### src/rtl/demux1to4_32_buf.sv
// One-entry registered 1-to-4 write demux with valid/ready handshakes on both sides,
// a per-port enable mask and saturating per-port delivery counters.

module demux1to4_32_buf_cnt #(
    parameter int CW = 8
) (
    input  logic          clk,
    input  logic          rst_n,
    input  logic          inc,
    input  logic          clr,
    output logic [CW-1:0] cnt
);
    // Clear wins over a same-cycle increment; the count sticks at all-ones.
    always_ff @(posedge clk or negedge rst_n) begin
        if (!rst_n)
            cnt <= '0;
        else if (clr)
            cnt <= '0;
        else if (inc && (cnt != {CW{1'b1}}))
            cnt <= cnt + 1'b1;
    end
endmodule

module demux1to4_32_buf #(
    parameter int DW = 32,
    parameter int CW = 8
) (
    input  logic          clk,
    input  logic          rst_n,
    input  logic          in_valid,
    output logic          in_ready,
    input  logic [DW-1:0] in_data,
    input  logic [1:0]    in_sel,
    input  logic [3:0]    port_en,
    output logic [DW-1:0] out_data,
    output logic [3:0]    out_valid,
    input  logic [3:0]    out_ready,
    output logic          drop,
    input  logic          cnt_clr,
    output logic [CW-1:0] cnt0,
    output logic [CW-1:0] cnt1,
    output logic [CW-1:0] cnt2,
    output logic [CW-1:0] cnt3
);
    localparam int NUM_PORTS = 4;

    logic                          full;
    logic [1:0]                    sel_q;
    logic [DW-1:0]                 data_q;
    logic                          drop_q;
    logic                          deliver;
    logic                          accept;
    logic                          acc_load;
    logic                          acc_drop;
    logic [NUM_PORTS-1:0][CW-1:0]  cnt_w;

    // Ready passes straight through from the selected port so a held word
    // and a new word can swap in the same cycle.
    assign deliver  = full && out_ready[sel_q];
    assign in_ready = !full || out_ready[sel_q];
    assign accept   = in_valid && in_ready;
    assign acc_load = accept && port_en[in_sel];
    assign acc_drop = accept && !port_en[in_sel];

    always_ff @(posedge clk or negedge rst_n) begin
        if (!rst_n) begin
            full   <= 1'b0;
            sel_q  <= 2'd0;
            data_q <= '0;
            drop_q <= 1'b0;
        end else begin
            drop_q <= acc_drop;
            if (acc_load) begin
                full   <= 1'b1;
                sel_q  <= in_sel;
                data_q <= in_data;
            end else if (deliver) begin
                full   <= 1'b0;
            end
        end
    end

    assign out_data  = data_q;
    assign out_valid = full ? (4'b0001 << sel_q) : 4'b0000;
    assign drop      = drop_q;

    for (genvar i = 0; i < NUM_PORTS; i++) begin : g_cnt
        demux1to4_32_buf_cnt #(.CW(CW)) u_cnt (
            .clk   (clk),
            .rst_n (rst_n),
            .inc   (deliver && (sel_q == 2'(i))),
            .clr   (cnt_clr),
            .cnt   (cnt_w[i])
        );
    end

    assign cnt0 = cnt_w[0];
    assign cnt1 = cnt_w[1];
    assign cnt2 = cnt_w[2];
    assign cnt3 = cnt_w[3];
endmodule
### config.mk
export PLATFORM = sky130hd
export DESIGN_NAME = demux1to4_32_buf
export DESIGN_NICKNAME = d
export VERILOG_FILES = /design/src/rtl/demux1to4_32_buf.sv
export SDC_FILE = /design/constraint.sdc
export NUM_CORES = 1
export LEC_CHECK = 0
export CORE_MARGIN = 2
export CORE_UTILIZATION = 44
export CTS_CLUSTER_SIZE = 25
export DETAILED_ROUTE_END_ITERATION = 7
export GPL_ROUTABILITY_DRIVEN = 0
export PLACE_DENSITY_LB_ADDON = 0.15
export SLEW_MARGIN = 30
export SYNTH_ARGS = -nofsm -noshare
export SYNTH_HDL_FRONTEND = slang
export SYNTH_SLANG_ARGS = --single-unit
export TNS_END_PERCENT = 20
### constraint.sdc
create_clock -name clk -period 2.4 [get_ports clk]
set_input_delay 0.6 -clock clk [delete_from_list [all_inputs] [get_ports clk]]
set_output_delay 0.6 -clock clk [all_outputs]
set_load 0.01 [all_outputs]
# Yosys cells after proc, flatten, opt, wreduce, memory -nomap -nowiden
# Index checks and enable logic that the tools add are counted.
# Widths: inputs -> output; s select.
[word_totals] latch_bits=0 out_inout_bits=70 mem_bits_ro=0 memories=0 ff_bits=68 input_bits=46 wordCells=58 ram_bits=0
[op_classes] n_reduce_logical=21 shift=1 multipliers=0 muxes=15 magnitude_cmp=2 n_eq_ne=7 div_mod_pow=0 bitwise=0 add_sub_neg=4
[op_table] op="$mux 8" count=8
[op_table] op="$add 8x1->8 const B" count=4
[op_table] op="$ne 8x8->1 const B" count=4
[op_table] op="$logic_and 1x1->1" count=12
[op_table] op="$reduce_bool 2->1" count=5
[op_table] op="$lt 2x3->1 const B" count=2
[op_table] op="$bmux 1 s2" count=2
[op_table] op="$eq 2x2->1 const B" count=2
[op_table] op="$mux 1" count=4
[op_table] op="$mux 4" count=1
[op_table] op="$shl 1x2->4 const A" count=1
[op_table] op="$eq 2x1->1 const B" count=1
[op_table] op="$logic_not 1->1" count=2
[op_table] op="$logic_not 2->1" count=1
[op_table] op="$logic_or 1x1->1" count=1

# Logic depth before layout (Yosys ltp)
# Gate-level depths: netlist of run 1.
[depth] ltp_word=7 ltp_mapped=6 ltp_nobuf=5

# Hierarchy
# From an unflattened synthesis of run 1, not the netlist that was laid out.
[unflattened] cells_unflattened=295 area_unflattened_um2=3519.6
[by_module_without_submodules] module="demux1to4_32_buf_cnt" cells_each=49 seq_area_each_um2=200.2 n_inst=4 area_each_um2=464.2
[by_module_without_submodules] module="demux1to4_32_buf" cells_each=99 seq_area_each_um2=900.9 n_inst=1 area_each_um2=1662.8

# Worst setup path before layout of run 1
# Ideal clock, no wire load.
[synth_timing] kind="input -> register" from="in out_ready[3]" to="reg data_q[10] (netlist: out_data[10])" arrival_time_ns=1.831 path_slack_ns=0.445 setup_ns=0.125 required_time_ns=2.275 path_stages=5 n_path_buf=1 cell_sequence="mux4_2 -> nand2b_4 -> nand3_4 -> buf_6 -> mux2_2"
[synth_between] elab_chain_len=5
[synth_rtl] element="start: declaration" line_no="37" source="input logic [3:0] out_ready,"
[synth_rtl] element="$bmux 1 s2" line_no="60" source="assign in_ready = !full || out_ready[sel_q];"
[synth_rtl] element="$mux 1 (not written as such)" line_no="60"
[synth_rtl] element="$logic_or 1x1->1" line_no="60"
[synth_rtl] element="via in_ready" line_no="31" source="output logic in_ready,"
[synth_rtl] element="$logic_and 1x1->1" line_no="61" source="assign accept = in_valid && in_ready;"
[synth_rtl] element="$logic_and 1x1->1" line_no="62" source="assign acc_load = accept && port_en[in_sel];"
[synth_rtl] element="end signal: assignment" line_no="76" source="data_q <= in_data;"
[synth_rtl] element="end: declaration" line_no="49" source="logic [DW-1:0] data_q;"
# The timed path passes the listed nets, and every way through them passes these cells. The select of a mux whose other input is x is not followed.
# A chain may end at the register's enable or synchronous reset.

# Final worst setup path of run 1
[layout_timing] from="reg sel_q[1]" to="out out_valid[1]"
[layout_between] elab_chain_len=2
[layout_rtl] element="start: declaration" line_no="48" source="logic [1:0] sel_q;"
[layout_rtl] element="start signal: assignment" line_no="75" source="sel_q <= in_sel;"
[layout_rtl] element="$shl 1x2->4" line_no="84" source="assign out_valid = full ? (4'b0001 << sel_q) : 4'b0000;"
[layout_rtl] element="$mux 4" line_no="84"
[layout_rtl] element="end: declaration" line_no="36" source="output logic [3:0] out_valid,"
# No other way between the ends.

==> metrics.cfg, run 1 <==
[detailed_routing]
drt-pass1-iter-count = 4
wl_met3_microns = 453
dr_wl_met2_mm = 3.72
routedWlPerCell_microns = 14.8
top_layer_used = met4
vias = 2523
wl_met1_mm = 2.92
drtIter0Drc = 103
routed_via_density = 5.15
drcViolationCount = 0
antenna_left = 0
wl_mm = 7.25

[timing]
fin_setup_tns_ns = 0
period_needed_ns = 2.30
rsz0062_at_grt = false
fin_crit_sh = 0.960
hold_viol = 0
relSlewSlack = 0.607
setup_viol = 0
drv_slew = 0
tightestPinTransition_ns = 0.586
max_freq_mhz = 434
skew_ns = 0.0110

[clocking]
cts.clk_slew.worst_paths_ns = 0.08
h-tree-depth = 3
numCtsBuffers = 9
cts_sinks = 68
cts_buffer_depth = 2
clk_latency_ns = 0.34
cts-root-buf = clkbuf_8
cts_tree = done

[grt]
grt_use_total = 0.193
grt_max_degree = 69
grt_pass1_vias = 2506
antenna_found_initial = 1
grt_pass1_wl_mm = 11.7
overflow = 0

[layout]
drive_above_1_share = 0.170
fin_util = 0.690
nets = 438
fill_cells = 529
syn_to_final_growth_pct = 50.4

[floorplanning]
core_sq_um = 6870
start_util = 0.459
num_rows = 30
die_x_microns = 88.6
die_h_microns = 88.6
die_area_sq_um = 7850
ios = 116

[yosys]
synth.area.top_cells = dfrtp_1, mux2_2, mux2_1, o31ai_1, or4_1
syn-num-nets = 308
yosys.area.top_type = dfrtp_1
ys_seq_area_frac = 0.540
synth-main-ff-cell = dfrtp_1
synth_xor_area_frac = 0.0278
synthArstFlopShare = 1.00
synth_top_family_by_area = multiplexers
synth_compound_area_frac = 0.0798
synth_warnings = 0
ys_types = 40
synthMuxAreaShare = 0.156
synth_cells = 258
synth-seq-cells = 68
yosys.area_share.adder = 0.0159
netlist_area_sq_um = 3150
synth_area_per_cell_sq_um = 12.2
synth_top_area_frac = 0.540
synth_edf_count = 0
synthSimpleGateAreaFrac = 0.148

[outcome]
status = complete, no violations

[critical_path]
start_kind = flop
arrival_ns = 1.70
critPathRequiredTime_ns = 1.80
crit_path_max_fanout = 8
timing.critical_path.to_type = output port
critical_path_class = flop to output port
rr_worst_depth = 6

[place]
hpwl_mm = 5.29
portBuffers = 115

[flow_run]
max_cap_viol_count = 0

[power_and_ir_drop]
p_leak_nw = 1.97
vdd_ir_drop_max_uv = 468
p_per_area_nw_per_um2 = 820

[min_path]
hold_path.class = input pin to async pin

## per-layer routing
metal  vias to the layer above  track usage
met4                         0       0.0882
met1                      1226        0.242
met2                        74        0.316
met5                         -            0
li1                       1210            -
met3                        13       0.0485
## synth_stat cells (2+ instances only)
master and number:
mux4_2 2, o31ai_2 2, nand4bb_1 2, mux2_2 24, nand2_1 15, o31ai_1 11, and4_1 2, xnor2_1 5
clkbuf_1 3, ha_1 4, nand3_1 6, or3_1 5, xor2_1 5, o211ai_1 3, mux2i_1 4, buf_6 4
nor2_1 17, buf_2 2, dfrtp_1 68, nor2b_1 2, nor4_1 2, o21ai_0 5, or4_1 11, a21oi_1 16
inv_1 9, mux2_1 12, nand4_1 4
## final cells by class
type	instances	area (sq um)	share of cell area
inverters	9	33.8	0.00713
well taps	96	120	0.0253
diodes	1	2.50	0.000528
multi-input cells	171	1350	0.284
clock buffers	10	128	0.0269
clock inverters	6	111	0.0235
repair buffers	129	1300	0.274
flip-flops and latches	68	1700	0.359
## layout by cell type, fill, tap and decap left out, drive strengths merged, types with 6 or more instances in the layout
master | Yosys | layout
o31ai | 13 | 13
o21ai | 6 | 6
nand2 | 15 | 15
dfrtp | 68 | 68
or4 | 11 | 11
clkdlybuf4s50 | 0 | 109
inv | 9 | 10
a21oi | 16 | 16
mux2 | 36 | 36
nand3 | 7 | 7
clkbuf | 3 | 10
buf | 7 | 16
nor2 | 17 | 17
## state kept, by name, indices dropped and copies added, names as in the netlist
signal           count
g_cnt.u_cnt.cnt     32
out_data            32
sel_q                2
drop                 1
full                 1
## timing repair
item,in CTS,in global routing
endpoints found under the hold margin,0,0
buffers inserted,1,0
endpoints found under the setup margin,1,1
resized for setup,5,4
hold buffers,0,0
## cells by family after synthesis
group / Yosys count
DFF: 68
AOI/OAI and AO/OA: 39
buffers and inverters: 19
xor gates and xnor gates: 10
adders and majority gates: 4
and+or+nand+nor: 76
muxes: 42
## power by group
| group | internal (mW) | total [mW] | switching [mW] |
|---|---|---|---|
| Sequential | 1.39 | 1.52 | 0.137 |
| Clock | 0.693 | 1.13 | 0.442 |
| Combinational | 0.765 | 1.22 | 0.459 |
| Total | 2.85 | 3.88 | 1.04 |
## worst max-delay path: stages, from the launching register on
cell and delay (ns):
dfrtp_1 0.40, buf_4 0.17, and3b_2 0.22, clkdlybuf4s50_1 0.57
## stage by stage
step,hold WS (ns),setup WS [ns],instance area [sq um],cells,power [mW]
floorplan,0.304,0.445,3150,258,2.06
global placement,0.474,-0.370,4480,472,2.75
detailed placement,0.481,-0.379,4480,472,2.78
CTS,0.286,0.00359,4730,489,3.94
global route,0.288,0.00936,4740,490,4.08
finish,0.256,0.0961,4740,490,3.88
## path summary, 6_finish.rpt
path / start / end / slack (ns)
setup / recovery: sel_q[1]$_DFFE_PN0P_ / out_valid[1] / 0.1
hold / removal: rst_n / g_cnt[2].u_cnt.cnt[0]$_DFFE_PN0P_ / 0.26
setup reg to reg: sel_q[0]$_DFFE_PN0P_ / out_data[19]$_DFFE_PN0P_ / 0.49
hold reg to reg: out_data[13]$_DFFE_PN0P_ / out_data[13]$_DFFE_PN0P_ / 0.49
max in group asynchronous: rst_n / out_data[15]$_DFFE_PN0P_ / 1.83
min in group clk: out_data[13]$_DFFE_PN0P_ / out_data[13]$_DFFE_PN0P_ / 0.49
(Power assumes the default switching activity.)
==> run 2: changes to the inputs <==
--- a/config.mk
+++ b/config.mk
@@ -6,7 +6,7 @@
 export NUM_CORES = 1
 export LEC_CHECK = 0
 export CORE_MARGIN = 2
-export CORE_UTILIZATION = 44
+export CORE_UTILIZATION = 46
 export CTS_CLUSTER_SIZE = 25
 export DETAILED_ROUTE_END_ITERATION = 7
 export GPL_ROUTABILITY_DRIVEN = 0
@@ -14,5 +14,6 @@
 export SLEW_MARGIN = 30
 export SYNTH_ARGS = -nofsm -noshare
 export SYNTH_HDL_FRONTEND = slang
+export SYNTH_HIERARCHICAL = 1
 export SYNTH_SLANG_ARGS = --single-unit
 export TNS_END_PERCENT = 20
==> run 2 against run 1 <==
  * Design area rose by 7.6%
  * Via count is 10% higher
  * Register-to-register slack got worse by 0.06 ns
  * Hold slack improved by 0.010 ns
  * Final cell count grew 8.0%
  * Clock skew is 0.0010 ns lower
  * Setup slack improved by 0.025 ns
  * Core utilization increased by 0.55 points
  * First-iteration DRC count up 64%
  * Total power grew 7.6%
  * Combinational power up 22%
  * Highest routed layer unchanged
==> metrics.cfg, run 2 <==
[outcome]
status = complete, no violations

[grt]
antenna_found_initial = 0
grt_pass1_vias = 2921
grt_max_degree = 69
grt_pass1_wl_mm = 14.0
overflow = 0
grt_use_total = 0.205

[detailed_routing]
antenna_left = 0
vias = 2781
drt-pass1-iter-count = 4
wl_mm = 8.13
drtIter0Drc = 169
routed_via_density = 5.26
drcViolationCount = 0
routedWlPerCell_microns = 15.4

[layout]
final_cell_area_sq_um = 5100
n_antenna_cell = 0
nets = 475
syn_to_final_growth_pct = 44.8
final_cell_mix = clkdlybuf4s50_1, dfrtp_1, mux2_4
instances_no_fill = 529
drive_above_1_share = 0.198
final_common_cell = clkdlybuf4s50_1

[clocking]
cts_tree = done
cts-root-buf = clkbuf_8
postCtsHoldBufs = 0
clk_latency_ns = 0.34
cts_buffer_depth = 2
cts_sinks = 68
numCtsBuffers = 9
cts.clk_slew.worst_paths_ns = 0.07
h-tree-depth = 3

[critical_path]
crit_family = buffers and inverters
crit_path_start = out_ready[0]
max_stage_delay_ns = 0.43
critical_path_class = input pin to output port
critPathRequiredTime_ns = 1.80
crit_path_max_fanout = 2
start_kind = input pin
arrival_ns = 1.68
r2r_start = sel_q[0]$_DFFE_PN0P_
timing.critical_path.to_type = output port
cp_num_buf_inv = 2
crit_chain = clkdlybuf4s50_1 > mux2_4 > o22a_4 > clkbuf_2
crit_slowest_cell = clkdlybuf4s50_1

[yosys]
ys_seq_area_frac = 0.483
synth-main-ff-cell = dfrtp_1
synth-seq-cells = 68
synth.most_common_cell = dfrtp_1
synth_area_per_cell_sq_um = 11.9
syn-num-nets = 345
synth_warnings = 6
synth_top_area_frac = 0.483
synth_cells = 295
netlist_area_sq_um = 3520
synthArstFlopShare = 1.00
netlist_top_cells_count = dfrtp_1, mux2_4, nor3_1
synth_edf_count = 0
ys_types = 36
synth.area.top_cells = dfrtp_1, mux2_4, mux2_2, nand2b_1, nor3_1
yosys.area.top_type = dfrtp_1

[power_and_ir_drop]
finalPower_mw = 4.18
p_clk_frac = 0.263
p_comb_frac = 0.356
vdd_ir_drop_max_uv = 599
p_int_mw = 3.05
sw_frac_of_total = 0.270
p_switching_mw = 1.13
p_leak_nw = 2.18
p_seq_frac = 0.381
p_per_area_nw_per_um2 = 820

[floorplanning]
die_area_sq_um = 8370
core_sq_um = 7330
die_x_microns = 91.5
start_util = 0.480
die_h_microns = 91.5
num_rows = 31
ios = 116

[timing]
period_needed_ns = 2.28
hold_viol = 0
skew_ns = 0.00998
fin_crit_sh = 0.949
rsz0062_at_grt = false
relSlewSlack = 0.687
hold_slack_ns = 0.266
setup_viol = 0
max_freq_mhz = 439
tightestPinTransition_ns = 0.457
timing.final.ws_setup_ns = 0.122
drv_slew = 0

[place]
dp_slack_ns = -0.225
portBuffers = 115
hpwl_mm = 5.76
placed_cell_area_sq_um = 4870
dpl.cell_count = 513

[min_path]
hold_path.class = input pin to async pin

[flow_run]
max_cap_viol_count = 0

[run 2: changes by cell type after synthesis, sizes merged, moves of 5 or more]
cell | before | now
nand3 | 7 | 12
nor2b | 2 | 12
xor2 | 5 | 0
nor3b | 1 | 6
or4 | 11 | 0
xnor2 | 5 | 0
o31ai | 13 | 0
nand2b | 1 | 14
and4 | 2 | 8
nor3 | 0 | 16
mux2 | 36 | 45
[run 2: stage by stage]
step / util / setup TNS (ns)
6_report: 0.695 / 0
5_1_grt: 0.695 / 0
4_1_cts: 0.696 / 0
3_5_place_dp: 0.664 / -1.92
3_3_place_gp: 0.664 / -0.217
2_1_floorplan: - / 0
[run 2: final cells by class]
type / instances / area [sq um]
Clock inverter: 3 / 67.6
Tap cell: 99 / 124
Multi-Input combinational cell: 206 / 1680
Timing Repair Buffer: 131 / 1320
Fill cell: 555 / 2230
Inverter: 9 / 33.8
Sequential cell: 68 / 1700
Clock buffer: 13 / 169
[run 2: routing by layer]
layer,track usage,vias to the layer above,share of wire
met4,0.0568,0,0.0061
met2,0.322,91,0.46
met5,0,-,0
met1,0.272,1342,0.45
met3,0.0672,6,0.082
li1,-,1342,-
[run 2: cell families (layout without fill, tap and decap cells)]
group / Yosys count / in the layout / synth area share
and+or+nand+nor: 112 / 112 / 0.189
DFF: 68 / 68 / 0.483
muxes: 51 / 51 / 0.195
buffers and inverters: 21 / 156 / 0.0398
adders and majority gates: 4 / 4 / 0.0142
AOI/OAI and AO/OA: 39 / 39 / 0.0779
[run 2: power by group through the flow]
stage	sequential, mW	combinational [mW]	clock, mW
6_report	1.59	1.49	1.10
5_1_grt	1.63	1.59	1.18
4_1_cts	1.60	1.52	1.12
3_5_place_dp	1.60	1.52	0
3_3_place_gp	1.60	1.49	0
2_1_floorplan	1.69	0.640	0
[run 2: path summary, 6_finish.rpt]
check,endpoint,slack [ns],cells past startpoint
hold / removal,g_cnt[3].u_cnt/cnt[7]$_DFFE_PN0P_,0.27,2
max in group asynchronous,g_cnt[2].u_cnt/cnt[6]$_DFFE_PN0P_,1.80,2
min in group clk,out_data[14]$_DFFE_PN0P_,0.50,1
setup / recovery,in_ready,0.12,4
setup reg to reg,g_cnt[0].u_cnt/cnt[5]$_DFFE_PN0P_,0.43,6
hold reg to reg,out_data[14]$_DFFE_PN0P_,0.50,1
[run 2: timing repair]
item / 4_1_cts / 5_1_grt
setup endpoints to repair: 1 / 1
setup buffers: 0 / 0
gates resized for setup: 2 / 1
==> run 3: changes to the inputs <==
--- a/config.mk
+++ b/config.mk
@@ -5,6 +5,7 @@
 export SDC_FILE = /design/constraint.sdc
 export NUM_CORES = 1
 export LEC_CHECK = 0
+export CAP_MARGIN = 10
 export CORE_MARGIN = 2
 export CORE_UTILIZATION = 46
 export CTS_CLUSTER_SIZE = 25
==> results of run 3 <==
Final layout, timing and power as in run 2 (identical DEF).
